### src/rtl/control_sequencer.sv
// control_sequencer: opcode decoder and T-step sequencer for the bus-based CPU.
// Issues one control word per step. Each instruction ends on its own final
// step. The design has a latched branch condition, a sticky illegal-opcode
// flag, a run-enable freeze, and a HALTED state that only reset can leave.
module control_sequencer #(
    parameter int DATA_WIDTH    = 8,
    parameter int OPCODE_WIDTH  = 4,
    parameter int CONTROL_WIDTH = 17,
    parameter int T_WIDTH       = 3
) (
    input  logic                     i_CLOCK,
    input  logic                     i_RESET,
    input  logic                     i_ENABLE,
    input  logic [DATA_WIDTH-1:0]    i_IR_DATA,
    input  logic                     i_ZERO_FLAG,
    input  logic                     i_CARRY_FLAG,
    input  logic                     i_NEG_FLAG,
    output logic                     o_CLEAR,
    output logic                     o_CLEAR_n,
    output logic [CONTROL_WIDTH-1:0] o_CONTROL_SIGNALS,
    output logic [T_WIDTH-1:0]       o_T_CYCLE,
    output logic                     o_INSTR_DONE,
    output logic                     o_HALTED,
    output logic                     o_ILLEGAL
);
    // Control-word bit positions. These are the shared definitions. Bits 15-16 are reserved.
    localparam int c_PC_OUT       = 0;
    localparam int c_MAR_IN       = 1;
    localparam int c_RAM_OUT      = 2;
    localparam int c_IR_IN        = 3;
    localparam int c_PC_INC       = 4;
    localparam int c_A_IN         = 5;
    localparam int c_B_IN         = 6;
    localparam int c_ALU_OUT      = 7;
    localparam int c_FLAGS_UPDATE = 8;
    localparam int c_ALU_SUB      = 9;
    localparam int c_A_OUT        = 10;
    localparam int c_RAM_IN       = 11;
    localparam int c_JUMP         = 12;
    localparam int c_OUT_IN       = 13;
    localparam int c_HALT         = 14;

    localparam logic [CONTROL_WIDTH-1:0] cw_pc_out  = CONTROL_WIDTH'(1) << c_PC_OUT;
    localparam logic [CONTROL_WIDTH-1:0] cw_mar_in  = CONTROL_WIDTH'(1) << c_MAR_IN;
    localparam logic [CONTROL_WIDTH-1:0] cw_ram_out = CONTROL_WIDTH'(1) << c_RAM_OUT;
    localparam logic [CONTROL_WIDTH-1:0] cw_ir_in   = CONTROL_WIDTH'(1) << c_IR_IN;
    localparam logic [CONTROL_WIDTH-1:0] cw_pc_inc  = CONTROL_WIDTH'(1) << c_PC_INC;
    localparam logic [CONTROL_WIDTH-1:0] cw_a_in    = CONTROL_WIDTH'(1) << c_A_IN;
    localparam logic [CONTROL_WIDTH-1:0] cw_b_in    = CONTROL_WIDTH'(1) << c_B_IN;
    localparam logic [CONTROL_WIDTH-1:0] cw_alu_out = CONTROL_WIDTH'(1) << c_ALU_OUT;
    localparam logic [CONTROL_WIDTH-1:0] cw_flags   = CONTROL_WIDTH'(1) << c_FLAGS_UPDATE;
    localparam logic [CONTROL_WIDTH-1:0] cw_alu_sub = CONTROL_WIDTH'(1) << c_ALU_SUB;
    localparam logic [CONTROL_WIDTH-1:0] cw_a_out   = CONTROL_WIDTH'(1) << c_A_OUT;
    localparam logic [CONTROL_WIDTH-1:0] cw_ram_in  = CONTROL_WIDTH'(1) << c_RAM_IN;
    localparam logic [CONTROL_WIDTH-1:0] cw_jump    = CONTROL_WIDTH'(1) << c_JUMP;
    localparam logic [CONTROL_WIDTH-1:0] cw_out_in  = CONTROL_WIDTH'(1) << c_OUT_IN;
    localparam logic [CONTROL_WIDTH-1:0] cw_halt    = CONTROL_WIDTH'(1) << c_HALT;

    localparam logic [OPCODE_WIDTH-1:0] op_lda  = OPCODE_WIDTH'(4'h1);
    localparam logic [OPCODE_WIDTH-1:0] op_add  = OPCODE_WIDTH'(4'h2);
    localparam logic [OPCODE_WIDTH-1:0] op_sub  = OPCODE_WIDTH'(4'h3);
    localparam logic [OPCODE_WIDTH-1:0] op_ldi  = OPCODE_WIDTH'(4'h4);
    localparam logic [OPCODE_WIDTH-1:0] op_addi = OPCODE_WIDTH'(4'h5);
    localparam logic [OPCODE_WIDTH-1:0] op_subi = OPCODE_WIDTH'(4'h6);
    localparam logic [OPCODE_WIDTH-1:0] op_sta  = OPCODE_WIDTH'(4'h7);
    localparam logic [OPCODE_WIDTH-1:0] op_jmp  = OPCODE_WIDTH'(4'h8);
    localparam logic [OPCODE_WIDTH-1:0] op_jz   = OPCODE_WIDTH'(4'h9);
    localparam logic [OPCODE_WIDTH-1:0] op_jc   = OPCODE_WIDTH'(4'hA);
    localparam logic [OPCODE_WIDTH-1:0] op_jn   = OPCODE_WIDTH'(4'hB);
    localparam logic [OPCODE_WIDTH-1:0] op_out  = OPCODE_WIDTH'(4'hE);
    localparam logic [OPCODE_WIDTH-1:0] op_hlt  = OPCODE_WIDTH'(4'hF);

    typedef enum logic {st_run, st_halted} state_t;

    state_t                   state_q, state_next;
    logic [T_WIDTH-1:0]       t_q, t_next, last_step;
    logic                     branch_q, branch_next;
    logic                     illegal_q, illegal_next;
    logic                     flag_sel;
    logic [CONTROL_WIDTH-1:0] word;
    logic                     done;
    logic [OPCODE_WIDTH-1:0]  opcode;

    assign opcode = i_IR_DATA[DATA_WIDTH-1 -: OPCODE_WIDTH];

    // The operand bits below the opcode field are not used by decode.
    if (DATA_WIDTH > OPCODE_WIDTH) begin : g_ir_low
        logic unused_ir_low;
        assign unused_ir_low = ^i_IR_DATA[DATA_WIDTH-OPCODE_WIDTH-1:0];
    end

    // State, step counter, branch latch and sticky illegal flag. Reset overrides every other input.
    always_ff @(posedge i_CLOCK) begin
        if (i_RESET) begin
            state_q   <= st_run;
            t_q       <= '0;
            branch_q  <= 1'b0;
            illegal_q <= 1'b0;
        end else begin
            state_q   <= state_next;
            t_q       <= t_next;
            branch_q  <= branch_next;
            illegal_q <= illegal_next;
        end
    end

    // Decode of the opcode and step into the control word, the end-of-instruction flag and the next state.
    always_comb begin
        word         = '0;
        done         = 1'b0;
        t_next       = t_q;
        state_next   = state_q;
        branch_next  = branch_q;
        illegal_next = illegal_q;

        case (opcode)
            op_add, op_sub:                        last_step = T_WIDTH'(5);
            op_lda, op_addi, op_subi, op_sta:      last_step = T_WIDTH'(4);
            op_ldi, op_jmp, op_jz, op_jc, op_jn:   last_step = T_WIDTH'(3);
            default:                               last_step = T_WIDTH'(2);
        endcase

        case (opcode)
            op_jz:   flag_sel = i_ZERO_FLAG;
            op_jc:   flag_sel = i_CARRY_FLAG;
            op_jn:   flag_sel = i_NEG_FLAG;
            default: flag_sel = 1'b0;
        endcase

        if (state_q == st_halted) begin
            word   = cw_halt;
            t_next = '0;
        end else if (i_ENABLE) begin
            if (t_q > last_step) begin
                // An out-of-range step is recovered by a silent return to fetch.
                t_next = '0;
            end else begin
                done   = (t_q == last_step);
                t_next = done ? '0 : t_q + T_WIDTH'(1);
                if (t_q == T_WIDTH'(0)) begin
                    word = cw_pc_out | cw_mar_in;
                end else if (t_q == T_WIDTH'(1)) begin
                    word = cw_ram_out | cw_ir_in | cw_pc_inc;
                end else begin
                    case (opcode)
                        op_lda: case (t_q)
                            T_WIDTH'(2): word = cw_pc_out | cw_mar_in;
                            T_WIDTH'(3): word = cw_ram_out | cw_mar_in;
                            default:     word = cw_pc_inc | cw_ram_out | cw_a_in;
                        endcase
                        op_add, op_sub: case (t_q)
                            T_WIDTH'(2): word = cw_pc_out | cw_mar_in;
                            T_WIDTH'(3): word = cw_ram_out | cw_mar_in;
                            T_WIDTH'(4): word = cw_ram_out | cw_b_in;
                            default:     word = cw_pc_inc | cw_alu_out | cw_a_in | cw_flags
                                                | ((opcode == op_sub) ? cw_alu_sub : '0);
                        endcase
                        op_ldi: case (t_q)
                            T_WIDTH'(2): word = cw_pc_out | cw_mar_in;
                            default:     word = cw_pc_inc | cw_ram_out | cw_a_in;
                        endcase
                        op_addi, op_subi: case (t_q)
                            T_WIDTH'(2): word = cw_pc_out | cw_mar_in;
                            T_WIDTH'(3): word = cw_pc_inc | cw_ram_out | cw_b_in;
                            default:     word = cw_alu_out | cw_a_in | cw_flags
                                                | ((opcode == op_subi) ? cw_alu_sub : '0);
                        endcase
                        op_sta: case (t_q)
                            T_WIDTH'(2): word = cw_pc_out | cw_mar_in;
                            T_WIDTH'(3): word = cw_ram_out | cw_mar_in;
                            default:     word = cw_pc_inc | cw_a_out | cw_ram_in;
                        endcase
                        op_jmp: case (t_q)
                            T_WIDTH'(2): word = cw_pc_out | cw_mar_in;
                            default:     word = cw_pc_inc | cw_ram_out | cw_jump;
                        endcase
                        op_jz, op_jc, op_jn: begin
                            // The flag is captured at T2. T3 sees only the latch, so later flag changes do not matter.
                            if (t_q == T_WIDTH'(2)) begin
                                branch_next = flag_sel;
                                word        = flag_sel ? (cw_pc_out | cw_mar_in) : '0;
                            end else begin
                                word = branch_q ? (cw_pc_inc | cw_ram_out | cw_jump) : cw_pc_inc;
                            end
                        end
                        op_out: word = cw_a_out | cw_out_in;
                        op_hlt: begin
                            word       = cw_halt;
                            state_next = st_halted;
                        end
                        default: illegal_next = 1'b1;
                    endcase
                end
            end
        end

        if (i_RESET) begin
            word = '0;
            done = 1'b0;
        end
    end

    assign o_CLEAR           = i_RESET;
    assign o_CLEAR_n         = ~i_RESET;
    assign o_CONTROL_SIGNALS = word;
    assign o_T_CYCLE         = t_q;
    assign o_INSTR_DONE      = done;
    assign o_HALTED          = (state_q == st_halted);
    assign o_ILLEGAL         = illegal_q;
endmodule

### config.mk
export PLATFORM = sky130hd
export DESIGN_NAME = control_sequencer
export DESIGN_NICKNAME = d
export VERILOG_FILES = /design/src/rtl/control_sequencer.sv
export SDC_FILE = /design/constraint.sdc
export NUM_CORES = 1
export LEC_CHECK = 0
export ABC_CLOCK_PERIOD_IN_PS = 2600
export BUFFER_PORTS_ARGS = -buffer_cell sky130_fd_sc_hd__buf_4
export CORE_MARGIN = 4
export CORE_UTILIZATION = 42
export DETAILED_ROUTE_END_ITERATION = 7
export PLACE_DENSITY_LB_ADDON = 0.08
export SYNTH_ARGS = -nofsm -noshare
export SYNTH_HDL_FRONTEND = slang
export SYNTH_SLANG_ARGS = --single-unit
### constraint.sdc
create_clock -name i_CLOCK -period 2.6 [get_ports i_CLOCK]
set_input_delay 0 -clock i_CLOCK [delete_from_list [all_inputs] [get_ports i_CLOCK]]
set_output_delay 0 -clock i_CLOCK [all_outputs]
set_load 0.02 [all_outputs]
==> run summary <==
outcome -> finished clean
clock slew seen by the registers of the worst setup and hold paths -> 0.05 ns
critical path's top delay family -> compound AO/OA/AOI/OAI gates
fin crit period -> 2.269 ns
cts repair resizes -> 0
Post-Route WL -> 3095 um
RSZ-0062 raised after global routing -> false
top cells by area, synth -> dfxtp_1 (11%), ha_1 (9.3%), inv_1 (4.2%), nand2_1 (4.2%), nor2_1 (4.2%)
Worst R2R Path Depth -> 7
die extent in x -> 58.74 um
worst-skew pair later-pin latency -> 0.25 ns
root buffer cell -> clkbuf_4
PortBufs -> 32
crit path buf inv count -> 2
H-Tree Level Count -> 1
initial antenna violation count -> 0
ys async rst share -> 0
Synth Register Bits -> 6
Fmax -> 440.8 MHz
Worst EP arrival -> 2.27 ns
Bufs on Longest Clock Path -> 2
area leader, netlist -> dfxtp_1
worst-path cell chain -> inv_1 -> ha_1 -> mux2_4 -> a221oi_1 -> a211oi_1 -> nor4_1 -> o41ai_1 -> buf_4
WHS -> 0.002918 ns
worst reg2reg endpoint -> o_T_CYCLE[0]
period utilization -> 0.8726
Hold WC Path Type -> in -> reg
Cells after Synth -> 152
Slowest-stage cell, CP -> dfxtp_1
Distinct cells, synth -> 50
CTS Hold Bufs -> 0
largest net degree at the start of global routing -> 20
leakage -> 0.0005653 uW
n_diodes -> 0
vias post-DR -> 1214
core area -> 2455 sq um
Die ar. -> 3450 sq um
Syn Std Cell Area -> 1081 sq um
share of cells above drive strength 1 -> 0.2784
Hold Path End -> o_T_CYCLE[1]
Antenna Violating Nets Remaining -> 0
max-cap violations -> 0
share of Yosys cell area claimed by the top area cell type -> 0.1111
Final Max Tran Viols -> 0
post-DP HPWL -> 2394 um
CP required -> 2.60 ns
YS warnings -> 0
crit end category -> output port
# clock sinks -> 6
Final Skew -> 0.01277 ns
Cell Pwr Density -> 290.7 nW/um^2
Starting Density -> 0.4404
reg-to-reg slack, setup -> 0.79 ns
drt first pass iters -> 4
wire per inst -> 15.02 um
vias per std cell -> 5.893
final setup vio count -> 0
syn_area_per_cell -> 7.112 sq um
gr usage total -> 0.1829
# rows -> 18
setup TNS -> 0 ns
worst reg2reg startpoint -> o_T_CYCLE[0]
Crit Path Max Fanout -> 5
synth cell count leaders -> inv_1 (12), nand2_1 (12), nor2_1 (12)
vias in the first global route -> 1087
grt ovf -> 0
GPL Wtd Cong -> 0.8621
sequential share of the synthesized area -> 0.1111
Worst Hold Path Cells -> 2
Die Y -> 58.74 um
Hold Vio Cnt, Final -> 0
fin nets -> 200
top_reg_cell synth -> dfxtp_1
Num CTS Buffers -> 3
CTS tree -> built
Hold Crit Start -> i_RESET
crit-path max cell delay -> 0.41 ns
type of origin of the critical path -> register
WS Path Type -> reg -> out
setup bufs post-CTS -> 0
DRC -> 0
first-pass GRT wire length -> 5030 um
I/O Pins -> 39
First DRT Iteration DRCs -> 17
area grow syn2layout -> 20.95%
Post-synth EDFFs -> 0
Peak VDD IR -> 0.2510 mV
layout make-up:
class	count	area, sq um
inverters	12	45.04
flip-flops and latches	6	120.1
clock buffers	3	22.52
repair buffers	34	255.2
well taps	30	37.54
multi-input cells	121	827.0
fillers	261	1147
where the power goes:
group	internal (uW)	switching, uW	leakage (uW)
clock network	52.5	37.3	0.0000138
registers	95.5	4.27	0.0000486
logic	73.2	117	0.000503
per-layer routing:
| metal | vias up | GRT usage | share of wire |
|---|---|---|---|
| li1 | 608 | - | - |
| met1 | 561 | 0.2573 | 0.47 |
| met2 | 43 | 0.2776 | 0.46 |
| met3 | 2 | 0.03947 | 0.068 |
| met4 | 0 | 0.05502 | 0.0048 |
| met5 | - | 0 | 0 |
sequential cells by signal, indices dropped and copies added, names as in the netlist:
| signal | count |
|---|---|
| branch_q | 1 |
| o_T_CYCLE | 3 |
| o_HALTED | 1 |
| o_ILLEGAL | 1 |
cells by family after synthesis:
family                     share of synthesized area
buffers and inverters                         0.1273
xor gates and xnor gates                    0.008103
muxes                                        0.03356
DFF                                           0.1111
other                                       0.003469
adders and majority gates                    0.09260
and+or+nand+nor                               0.3218
AOI/OAI and AO/OA                             0.3021
worst max-delay path by stage:
stage / start / endpoint / slack, ns / depth (start not counted)
3_5_place_dp: i_IR_DATA[4] / o_CONTROL_SIGNALS[2] / 0.38 / 10
6_report: o_T_CYCLE[0] / o_CONTROL_SIGNALS[2] / 0.33 / 8
4_1_cts: o_T_CYCLE[1] / o_CONTROL_SIGNALS[2] / 0.33 / 7
5_1_grt: o_T_CYCLE[0] / o_CONTROL_SIGNALS[4] / 0.12 / 8
2_1_floorplan: i_IR_DATA[5] / o_CONTROL_SIGNALS[2] / 0.24 / 10
3_3_place_gp: i_IR_DATA[4] / o_CONTROL_SIGNALS[4] / 0.35 / 10
stage by stage:
step,area (sq um),util,std cells,total power [uW],setup WS [ns]
global placement,1285,0.5234,203,285.2,0.3460
global route,1308,0.5326,206,407.9,0.1235
floorplan,1085,-,153,239.7,0.2433
finish,1308,0.5326,206,380.1,0.3312
CTS,1308,0.5326,206,383.0,0.3300
detailed placement,1285,0.5234,203,289.9,0.3778
cell usage in the layout (no fill, tap or decap), types with 2 or more instances in the layout:
master     Yosys  routed
a211oi_1       2       2
a21boi_0       2       2
a21oi_1        8       8
a221oi_1       3       3
a31oi_1        2       2
buf_4          5      34
clkbuf_4       0       3
conb_1         1       2
dfxtp_1        6       6
ha_1           8       8
inv_1         12      12
nand2_1       12      12
nand2b_1       3       3
nand3_1        8       8
nand3b_1       3       3
nor2_1        12      12
nor2b_1        2       2
nor2b_2        2       2
nor3_1         7       7
nor4_1         5       5
o21ai_0        8       8
o2bb2ai_1      2       2
o31a_1         2       2
o41ai_1        4       4
Power figures use the tool's default switching activity.
